$ cat config.mk
export PLATFORM = sky130hd
export DESIGN_NAME = ifu_axi_prefetch
export DESIGN_NICKNAME = d
export VERILOG_FILES = /design/src/rtl/ifu_pkg.sv /design/src/rtl/ifu_prefetch_fifo.sv /design/src/rtl/ifu_axi_prefetch.sv
export SDC_FILE = /design/constraint.sdc
export NUM_CORES = 1
export LEC_CHECK = 0
export ABC_CLOCK_PERIOD_IN_PS = 25500
export CAP_MARGIN = 10
export CORE_MARGIN = 2
export CORE_UTILIZATION = 62
export DETAILED_ROUTE_END_ITERATION = 12
export GPL_TIMING_DRIVEN = 1
export PLACE_DENSITY = 0.91
export SLEW_MARGIN = 20
export SYNTH_ARGS = -nofsm -noshare
export SYNTH_HDL_FRONTEND = slang
export SYNTH_SLANG_ARGS = --single-unit
$ cat constraint.sdc
create_clock -name clk -period 25.5 [get_ports clk]
set_input_delay 5.1 -clock clk [delete_from_list [all_inputs] [get_ports clk]]
set_output_delay 5.1 -clock clk [all_outputs]
set_load 0.02 [all_outputs]
$ cat src/rtl/ifu_pkg.sv
// Shared encodings for the AXI instruction fetch unit.
// AXI field widths, burst/size/resp codes, FSM states, FIFO entry layout.
package ifu_pkg;

  localparam int AXI_ID_WIDTH   = 4;
  localparam int AXI_ADDR_WIDTH = 32;
  localparam int AXI_DATA_WIDTH = 32;

  localparam logic [1:0] AXI_BURST_INCR  = 2'b01;
  localparam logic [2:0] AXI_SIZE_4B     = 3'b010;
  localparam logic [1:0] AXI_RESP_OKAY   = 2'b00;
  localparam logic [1:0] AXI_RESP_SLVERR = 2'b10;

  localparam logic [31:0] IFU_DEF_BASE = 32'h4000_0000;

  typedef enum logic [1:0] {
    S_IDLE,
    S_ADDR,
    S_DATA,
    S_DRAIN
  } ifu_state_e;

  typedef struct packed {
    logic        err;
    logic [31:0] pc;
    logic [31:0] data;
  } ifu_entry_t;

endpackage

$ cat src/rtl/ifu_prefetch_fifo.sv
// Synchronous prefetch FIFO with flush and occupancy output.
// Ports: clk, rst, i_flush, i_push/i_data, i_pop, o_data, o_empty, o_count.
module ifu_prefetch_fifo #(
  parameter int WIDTH = 65,
  parameter int DEPTH = 8,
  localparam int AW = $clog2(DEPTH),
  localparam int CW = AW + 1
) (
  input  logic             clk,
  input  logic             rst,
  input  logic             i_flush,
  input  logic             i_push,
  input  logic [WIDTH-1:0] i_data,
  input  logic             i_pop,
  output logic [WIDTH-1:0] o_data,
  output logic             o_empty,
  output logic [CW-1:0]    o_count
);

  logic [WIDTH-1:0] r_mem [DEPTH];
  logic [AW-1:0]    r_wp;
  logic [AW-1:0]    r_rp;
  logic [CW-1:0]    r_cnt;
  logic             w_wr;
  logic             w_rd;

  assign o_empty = (r_cnt == '0);
  assign w_wr    = i_push & ~i_flush &
                   (r_cnt != CW'(DEPTH));
  assign w_rd    = i_pop & ~i_flush & ~o_empty;

  always_ff @(posedge clk) begin
    if (rst | i_flush) begin
      r_wp  <= '0;
      r_rp  <= '0;
      r_cnt <= '0;
    end else begin
      if (w_wr) r_wp <= r_wp + 1'b1;
      if (w_rd) r_rp <= r_rp + 1'b1;
      unique case ({w_wr, w_rd})
        2'b10:   r_cnt <= r_cnt + 1'b1;
        2'b01:   r_cnt <= r_cnt - 1'b1;
        default: r_cnt <= r_cnt;
      endcase
    end
  end

  always_ff @(posedge clk) begin
    if (w_wr) r_mem[r_wp] <= i_data;
  end

  assign o_data  = r_mem[r_rp];
  assign o_count = r_cnt;

endmodule

$ cat src/rtl/ifu_axi_prefetch.sv
// AXI4 read-only instruction fetch master: INCR bursts into a prefetch FIFO.
// Ports: clk/rst, enable, redirect_*, inst_* to decode, ifu_axi_ar*/r* to memory.
module ifu_axi_prefetch
  import ifu_pkg::*;
#(
  parameter logic [31:0] INST_MEM_BASE_ADDR = IFU_DEF_BASE,
  parameter int          BURST_LEN          = 4,
  parameter int          FIFO_DEPTH         = 8,
  parameter int          AXI_ID             = 0
) (
  input  logic                      clk,
  input  logic                      rst,
  input  logic                      enable,
  input  logic                      redirect_valid,
  input  logic [31:0]               redirect_pc,
  output logic                      inst_valid,
  input  logic                      inst_ready,
  output logic [31:0]               inst_data,
  output logic [31:0]               inst_pc,
  output logic                      inst_err,
  output logic [AXI_ID_WIDTH-1:0]   ifu_axi_arid,
  output logic [AXI_ADDR_WIDTH-1:0] ifu_axi_araddr,
  output logic [7:0]                ifu_axi_arlen,
  output logic [2:0]                ifu_axi_arsize,
  output logic [1:0]                ifu_axi_arburst,
  output logic                      ifu_axi_arlock,
  output logic [3:0]                ifu_axi_arcache,
  output logic [2:0]                ifu_axi_arprot,
  output logic [3:0]                ifu_axi_arqos,
  output logic [3:0]                ifu_axi_arregion,
  output logic                      ifu_axi_arvalid,
  input  logic                      ifu_axi_arready,
  input  logic [AXI_ID_WIDTH-1:0]   ifu_axi_rid,
  input  logic [AXI_DATA_WIDTH-1:0] ifu_axi_rdata,
  input  logic [1:0]                ifu_axi_rresp,
  input  logic                      ifu_axi_rlast,
  input  logic                      ifu_axi_rvalid,
  output logic                      ifu_axi_rready
);

  localparam int CW = $clog2(FIFO_DEPTH) + 1;
  localparam logic [31:0] BURST_BYTES = 32'(BURST_LEN * 4);
  localparam logic [31:0] ALIGN_MASK  = ~(BURST_BYTES - 32'd1);
  localparam logic [CW-1:0] OCC_MAX   = CW'(FIFO_DEPTH - BURST_LEN);

  ifu_state_e  r_state;
  ifu_state_e  w_state_nxt;
  logic        r_kill;
  logic [31:0] r_fetch_pc;
  logic [31:0] r_araddr;
  logic [31:0] r_baddr;

  logic          w_ar_hs;
  logic          w_beat;
  logic          w_last;
  logic          w_push;
  logic          w_pop;
  logic          w_empty;
  logic [CW-1:0] w_count;
  ifu_entry_t    w_in;
  ifu_entry_t    w_head;
  ifu_entry_t    w_out;
  logic          w_unused_rid;

  assign w_unused_rid = ^ifu_axi_rid;

  assign w_ar_hs = ifu_axi_arvalid & ifu_axi_arready;
  assign w_beat  = ifu_axi_rready & ifu_axi_rvalid;
  assign w_last  = w_beat & ifu_axi_rlast;

  // Beats below fetch_pc come from the aligned head of a burst
  // after an unaligned redirect and are not part of the stream.
  assign w_push = (r_state == S_DATA) & w_beat & ~redirect_valid &
                  (r_baddr >= r_fetch_pc);
  assign w_pop  = inst_valid & inst_ready;

  assign w_in.err  = (ifu_axi_rresp != AXI_RESP_OKAY);
  assign w_in.pc   = r_baddr;
  assign w_in.data = ifu_axi_rdata;

  // Only one burst is ever outstanding, so in IDLE nothing is in
  // flight and the credit check reduces to FIFO occupancy.
  always_comb begin
    w_state_nxt = r_state;
    unique case (r_state)
      S_IDLE:
        if (enable & ~redirect_valid & (w_count <= OCC_MAX))
          w_state_nxt = S_ADDR;
      S_ADDR:
        if (w_ar_hs)
          w_state_nxt = (r_kill | redirect_valid) ? S_DRAIN : S_DATA;
      S_DATA:
        if (w_last)
          w_state_nxt = S_IDLE;
        else if (redirect_valid)
          w_state_nxt = S_DRAIN;
      S_DRAIN:
        if (w_last)
          w_state_nxt = S_IDLE;
      default:
        w_state_nxt = S_IDLE;
    endcase
  end

  always_ff @(posedge clk) begin
    if (rst) begin
      r_state    <= S_IDLE;
      r_kill     <= 1'b0;
      r_fetch_pc <= INST_MEM_BASE_ADDR;
      r_araddr   <= INST_MEM_BASE_ADDR;
      r_baddr    <= INST_MEM_BASE_ADDR;
    end else begin
      r_state <= w_state_nxt;
      if (r_state == S_IDLE && w_state_nxt == S_ADDR)
        r_araddr <= r_fetch_pc & ALIGN_MASK;
      if (w_ar_hs)
        r_baddr <= r_araddr;
      else if (w_beat)
        r_baddr <= r_baddr + 32'd4;
      // A redirect while AR is pending cannot retract the request;
      // remember to throw the whole burst away.
      if (w_ar_hs)
        r_kill <= 1'b0;
      else if (r_state == S_ADDR && redirect_valid)
        r_kill <= 1'b1;
      if (redirect_valid)
        r_fetch_pc <= redirect_pc & ~32'd3;
      else if (r_state == S_DATA && w_last)
        r_fetch_pc <= r_araddr + BURST_BYTES;
    end
  end

  ifu_prefetch_fifo #(
    .WIDTH ($bits(ifu_entry_t)),
    .DEPTH (FIFO_DEPTH)
  ) u_fifo (
    .clk     (clk),
    .rst     (rst),
    .i_flush (redirect_valid),
    .i_push  (w_push),
    .i_data  (w_in),
    .i_pop   (w_pop),
    .o_data  (w_head),
    .o_empty (w_empty),
    .o_count (w_count)
  );

  assign w_out      = w_empty ? '0 : w_head;
  assign inst_valid = ~w_empty;
  assign inst_data  = w_out.data;
  assign inst_pc    = w_out.pc;
  assign inst_err   = w_out.err;

  assign ifu_axi_arid     = AXI_ID_WIDTH'(AXI_ID);
  assign ifu_axi_araddr   = r_araddr;
  assign ifu_axi_arlen    = 8'(BURST_LEN - 1);
  assign ifu_axi_arsize   = AXI_SIZE_4B;
  assign ifu_axi_arburst  = AXI_BURST_INCR;
  assign ifu_axi_arlock   = 1'b0;
  assign ifu_axi_arcache  = 4'd0;
  assign ifu_axi_arprot   = 3'd0;
  assign ifu_axi_arqos    = 4'd0;
  assign ifu_axi_arregion = 4'd0;
  assign ifu_axi_arvalid  = (r_state == S_ADDR);
  assign ifu_axi_rready   = (r_state == S_DATA) |
                            (r_state == S_DRAIN);

endmodule

==> impl_metrics.env, run 1 <==
export IMPL_crit_required_ns=20.40
export IMPL_ctsHoldBuffers=0
export IMPL_cp_top_family="buffers and inverters"
export IMPL_setup_violations=0
export IMPL_slew_headroom=0.253
export IMPL_synth_area_per_cell_um2=15.8
export IMPL_cp_data_arrival_time_ns=4.43
export IMPL_cts_setup_buffers=0
export IMPL_cts_path_max_buffers=3
export IMPL_grt_pass1_wl_um=91300
export IMPL_fin_cells=2313
export IMPL_crit_slowest_cell="dfxtp_4"
export IMPL_cts_buffers=55
export IMPL_status="finished clean"
export IMPL_seqCellArea_mm2=0.0172
export IMPL_drive_gt1_frac=0.138
export IMPL_syn_to_final_growth_pct=14.9
export IMPL_gp_congestion=0.855
export IMPL_avgRoutedWirePerCell_um=26.3
export IMPL_p_per_area_mw_per_mm2=67.2
export IMPL_root_buffer="clkbuf_16"
export IMPL_ys_types=64
export IMPL_die_area_mm2=0.0423
export IMPL_tightest_slew_ns=1.12
export IMPL_coreArea_mm2=0.0399
export IMPL_dp_cells=2216
export IMPL_setup_worst_path_class="register to primary output"
export IMPL_grt_pass1_vias=15227
export IMPL_via_per_inst=6.59
export IMPL_die_h_um=206
export IMPL_layout_nets=1863
export IMPL_fin_crit_ns=9.53
export IMPL_ant_nets=0
export IMPL_tns_ns=0
export IMPL_drv_slew=0
export IMPL_antenna_found_initial=0
export IMPL_mappedNetlistArea_mm2=0.0252
export IMPL_n_antenna_cell=0
export IMPL_dp_hpwl_um=33000
export IMPL_synth_top_area_share=0.600
export IMPL_pin_count=211
export IMPL_ys_warnings_count=0
export IMPL_track_usage=0.290
export IMPL_cts_resized_gates=0
export IMPL_cp_start_kind="register"
export IMPL_synthCells=1594
export IMPL_firstDrtPassIters=8
export IMPL_grt_remaining_overflow=0
export IMPL_grt_max_degree=97
export IMPL_worst_path_buf_inv=3
export IMPL_path_clk_slew_ns=0.06
export IMPL_skew_ns=0.0294
export IMPL_clock_sinks=608
export IMPL_drt_total_wl_um=60800
export IMPL_async_reset_ff_frac=0
export IMPL_drv_cap=0
export IMPL_synth_ff_type="edfxtp_1"
export IMPL_cp_end_kind="primary output"
export IMPL_rows=73
export IMPL_via_count=15235
export IMPL_fmax_mhz=105
export IMPL_initial_core_util=0.632
export IMPL_synth_top_cells_by_area="edfxtp_1, mux4_2, dfxtp_1, mux2i_1, nor2_1"
export IMPL_fillers=2271
export IMPL_synth_seq_area_share=0.683
export IMPL_hold_viol=0
export IMPL_synth_top_area_cell="edfxtp_1"
export IMPL_synth_edff_count=504
export IMPL_fp_dieW_um=206
export IMPL_cts_tree="done"
export IMPL_place_port_buffers=165
export IMPL_drc=0
export IMPL_worstPathCellList="buf_4 -> buf_6 -> mux4_2 -> mux2i_1 -> nor2_1 -> clkdlybuf4s50_1"
export IMPL_htreeDepth=2
export IMPL_multiInputGateArea_mm2=0.00742
export IMPL_synth_seq_cells=608
export IMPL_ir_worst_vdd_mv=0.0524
export IMPL_cp_slowest_stage_delay_ns=0.78
export IMPL_initialDrtViolationCount=2088
export IMPL_holdCritPathClass="register to register"
export IMPL_insertion_delay_ns=0.60
export IMPL_rsz0062_at_grt="no"
export IMPL_fin_crit_sh=0.374
export IMPL_crit_path_max_fanout=54
export IMPL_leakage_nw=9.27
state kept, by name, summed over array words and instances (netlist names), named ones only:
signal	count
ifu_axi_araddr	28
u_fifo.r_wp	3
r_state	2
r_fetch_pc	30
u_fifo.r_mem	504
u_fifo.r_rp	3
u_fifo.o_count	4
r_baddr	30
r_kill	1
synth_stat cells, types with 13 or more instances:
cell and instances:
edfxtp_1 504, nor2_1 165, mux4_2 126, dfxtp_1 104, a21oi_1 83, nand2_1 74
mux2i_1 69, clkbuf_1 59, buf_4 39, ha_1 37, inv_1 35, nand3_1 31
o21ai_0 25, a22oi_1 24, xnor2_1 19, nor3_1 18, nand4_1 16, xor2_1 16
buf_2 13
through the flow:
| stage | hold WS, ns | setup slack (ns) | total power [W] | instance area, um^2 | util |
|---|---|---|---|---|---|
| 2_1_floorplan | 0.436 | 12.22 | 0.00114 | 25400 | - |
| 3_3_place_gp | 0.448 | 15.79 | 0.00116 | 27200 | 0.682 |
| 3_5_place_dp | 0.471 | 15.66 | 0.00116 | 27200 | 0.682 |
| 4_1_cts | 0.480 | 15.54 | 0.00195 | 29000 | 0.726 |
| 5_1_grt | 0.509 | 15.62 | 0.00199 | 29000 | 0.726 |
| 6_report | 0.474 | 15.97 | 0.00195 | 29000 | 0.726 |
report_power, final:
part / switching, W / internal (W) / total (W)
Combinational: 0.0000368 / 0.0000232 / 0.0000599
Sequential: 0.00000702 / 0.00107 / 0.00108
Clock: 0.000354 / 0.000452 / 0.000806
Total: 0.000398 / 0.00155 / 0.00195
cell usage in the layout, fill, tap and decap left out, types with 31 or more instances in the layout:
cell type	synthesis	final
nand2_1	74	74
nand3_1	31	31
conb_1	2	39
a21oi_1	83	83
mux4_2	126	126
ha_1	37	37
inv_1	35	39
clkdlybuf4s50_1	0	164
edfxtp_1	504	504
dfxtp_1	104	101
clkbuf_16	0	57
nor2_1	165	165
mux2i_1	69	69
layout make-up:
class | instances | area share
clock buffer | 72 | 0.0530
clock inverter | 25 | 0.00678
inverter | 35 | 0.00453
multi-input combinational | 862 | 0.256
sequential | 608 | 0.594
tap | 525 | 0.0227
timing repair buffer | 186 | 0.0624
path summary, 6_finish.rpt:
check	startpoint	to	slack (ns)	cells past startpoint
min reg2reg	r_fetch_pc[6]	r_fetch_pc[6]	0.47	2
max	register	inst_data[14]	15.97	6
max reg2reg	r_state[1]	u_fifo.r_mem[3][61]	21.01	7
min	r_fetch_pc[6]	r_fetch_pc[6]	0.47	2
worst min-delay path, stage by stage (launching register included):
cell and delay [ns]:
dfxtp_1 0.31, nand2_1 0.05, a21oi_1 0.06
cells by family (layout without fill, tap and decap cells):
family                     after synthesis  count (layout)  synth area share
other                                    2              39          0.000298
and+or+nand+nor                        360             360            0.0665
DFF                                    608             608             0.683
muxes                                  196             196             0.141
xor gates and xnor gates                35              35            0.0122
adders and majority gates               37              37            0.0184
AOI/OAI and AO/OA                      195             195            0.0482
buffers and inverters                  161             318            0.0311
layer usage:
metal,global-route usage,vias up,share of wire
li1,-,6417,-
met5,0,-,0
met2,0.499,987,0.51
met4,0.0925,0,0.029
met3,0.0415,145,0.090
met1,0.385,7686,0.37
Power figures use the tool's default switching activity.
==> inputs of run 2 (changes only) <==
ABC_CLOCK_PERIOD_IN_PS = 8900   (was 25500)
CORE_UTILIZATION = 58   (was 62)
PLACE_DENSITY = 0.86   (was 0.91)
clock period = 8.9 ns   (was 25.5 ns; I/O delays follow)
==> impl_metrics.env, run 2 (synthesis results as in run 1) <==
export IMPL_grt_max_degree=97
export IMPL_cts_path_max_buffers=3
export IMPL_cts_tree="done"
export IMPL_cp_start_kind="register"
export IMPL_switching_power_w=0.00118
export IMPL_intPower_w=0.00472
export IMPL_final_common_cell="edfxtp_1"
export IMPL_ant_nets=0
export IMPL_power_share_clock=0.447
export IMPL_path_clk_slew_ns=0.06
export IMPL_p_per_area_mw_per_mm2=201
export IMPL_drt_total_wl_um=56100
export IMPL_fmax_mhz=177
export IMPL_fin_crit_ns=5.64
export IMPL_cts_setup_buffers=0
export IMPL_grt_pass1_wl_um=85000
export IMPL_slew_headroom=0.264
export IMPL_via_count=14499
export IMPL_syn_to_final_growth_pct=16.4
export IMPL_drc=0
export IMPL_top_regs="u_fifo.r_mem: 504 flops, r_baddr: 30 flops, r_fetch_pc: 30 flops"
export IMPL_ir_worst_vdd_mv=0.171
export IMPL_status="finished clean"
export IMPL_place_port_buffers=165
export IMPL_antenna_found_initial=0
export IMPL_layout_nets=1862
export IMPL_gp_congestion=0.849
export IMPL_via_per_inst=6.09
export IMPL_totalPowerFinal_w=0.00590
export IMPL_largest_register_ffs=504
export IMPL_setup_violations=0
export IMPL_cp_data_arrival_time_ns=3.86
export IMPL_pin_count=211
export IMPL_power_frac_comb=0.029
export IMPL_setup_worst_path_class="register to primary output"
export IMPL_dp_hpwl_um=30700
export IMPL_max_flop_register="u_fifo.r_mem"
export IMPL_placed_area_mm2=0.0273
export IMPL_cts_resized_gates=0
export IMPL_initialDrtViolationCount=1597
export IMPL_firstDrtPassIters=7
export IMPL_track_usage=0.250
export IMPL_final_cell_mix="edfxtp_1, nor2_1, clkdlybuf4s50_1"
export IMPL_tightest_slew_ns=1.10
export IMPL_fillers=2772
export IMPL_skew_ns=0.0359
export IMPL_grt_pass1_vias=14765
export IMPL_n_antenna_cell=0
export IMPL_ctsHoldBuffers=0
export IMPL_fin_crit_sh=0.634
export IMPL_rsz0062_at_grt="no"
export IMPL_p_sw_frac=0.201
export IMPL_drive_gt1_frac=0.145
export IMPL_rows=76
export IMPL_fin_cells=2379
export IMPL_hold_viol=0
export IMPL_avgRoutedWirePerCell_um=23.6
export IMPL_final_area_mm2=0.0294
export IMPL_cts_buffers=57
export IMPL_root_buffer="clkbuf_16"
export IMPL_fp_dieW_um=213
export IMPL_grt_remaining_overflow=0
export IMPL_initial_core_util=0.587
export IMPL_seq_power_share=0.524
export IMPL_die_area_mm2=0.0452
export IMPL_drv_cap=0
export IMPL_crit_required_ns=7.12
export IMPL_insertion_delay_ns=0.63
export IMPL_coreArea_mm2=0.0430
export IMPL_dp_cells=2273
export IMPL_cp_end_kind="primary output"
export IMPL_holdCritPathClass="register to register"
export IMPL_crit_path_max_fanout=68
export IMPL_leakage_nw=9.39
export IMPL_htreeDepth=2
export IMPL_die_h_um=213
export IMPL_drv_slew=0
export IMPL_clock_sinks=608
[run 2: cell count changes in the layout (fill, tap and decap cells not counted), moves of 3 or more]
cell	previous run	this run
clkbuf_1	9	4
clkbuf_8	5	2
clkinvlp_4	0	3
buf_4	20	17
inv_1	39	35
clkinv_2	7	12
bufinv_16	3	13
[run 2: final cells by class]
class,count,area (um^2),share of cell area
Clock buffer,63,1470,0.0500
Inverter,35,131,0.00447
Sequential cell,608,17200,0.587
Tap cell,585,732,0.0249
Timing Repair Buffer,183,1790,0.0611
Clock inverter,43,592,0.0202
Multi-Input combinational cell,862,7420,0.253
[run 2: stage by stage]
| stage | hold slack (ns) | util | setup WS [ns] | TNS, ns |
|---|---|---|---|---|
| final | 0.482 | 0.683 | 3.26 | 0 |
| after global routing | 0.510 | 0.683 | 3.07 | 0 |
| after CTS | 0.481 | 0.683 | 3.12 | 0 |
| after detailed placement | 0.465 | 0.635 | 2.88 | 0 |
| after global placement | 0.450 | 0.635 | 2.96 | 0 |
| after floorplan | 0.436 | - | -1.06 | -265.07 |
[run 2: worst paths after layout]
check | from | endpoint | slack, ns | cells after the start
worst max-delay path | register | inst_pc[20] | 3.26 | 5
worst min-delay path | r_fetch_pc[6] | r_fetch_pc[6] | 0.48 | 2
worst max register to register | r_baddr[28] | u_fifo.r_mem[2][21] | 4.56 | 9
worst min register to register | r_fetch_pc[6] | r_fetch_pc[6] | 0.48 | 2
[run 2: power groups by stage]
stage | clock, W | combinational [W] | sequential [W]
global placement | 0 | 0.000159 | 0.00315
global route | 0.00276 | 0.000185 | 0.00310
detailed placement | 0 | 0.000165 | 0.00315
CTS | 0.00267 | 0.000167 | 0.00309
floorplan | 0 | 0.000102 | 0.00315
finish | 0.00264 | 0.000169 | 0.00309
[run 2: worst max-delay path: stages (launching register included)]
cell and delay (ns):
dfxtp_4 0.98, buf_4 0.82, mux4_2 0.36, mux2i_1 0.07
nor2_1 0.31, clkdlybuf4s50_1 0.68
[run 2: routing by layer]
metal / track usage / part of all wire
met1: 0.334 / 0.39
met5: 0 / 0
met4: 0.0813 / 0.026
met2: 0.428 / 0.51
met3: 0.0365 / 0.073
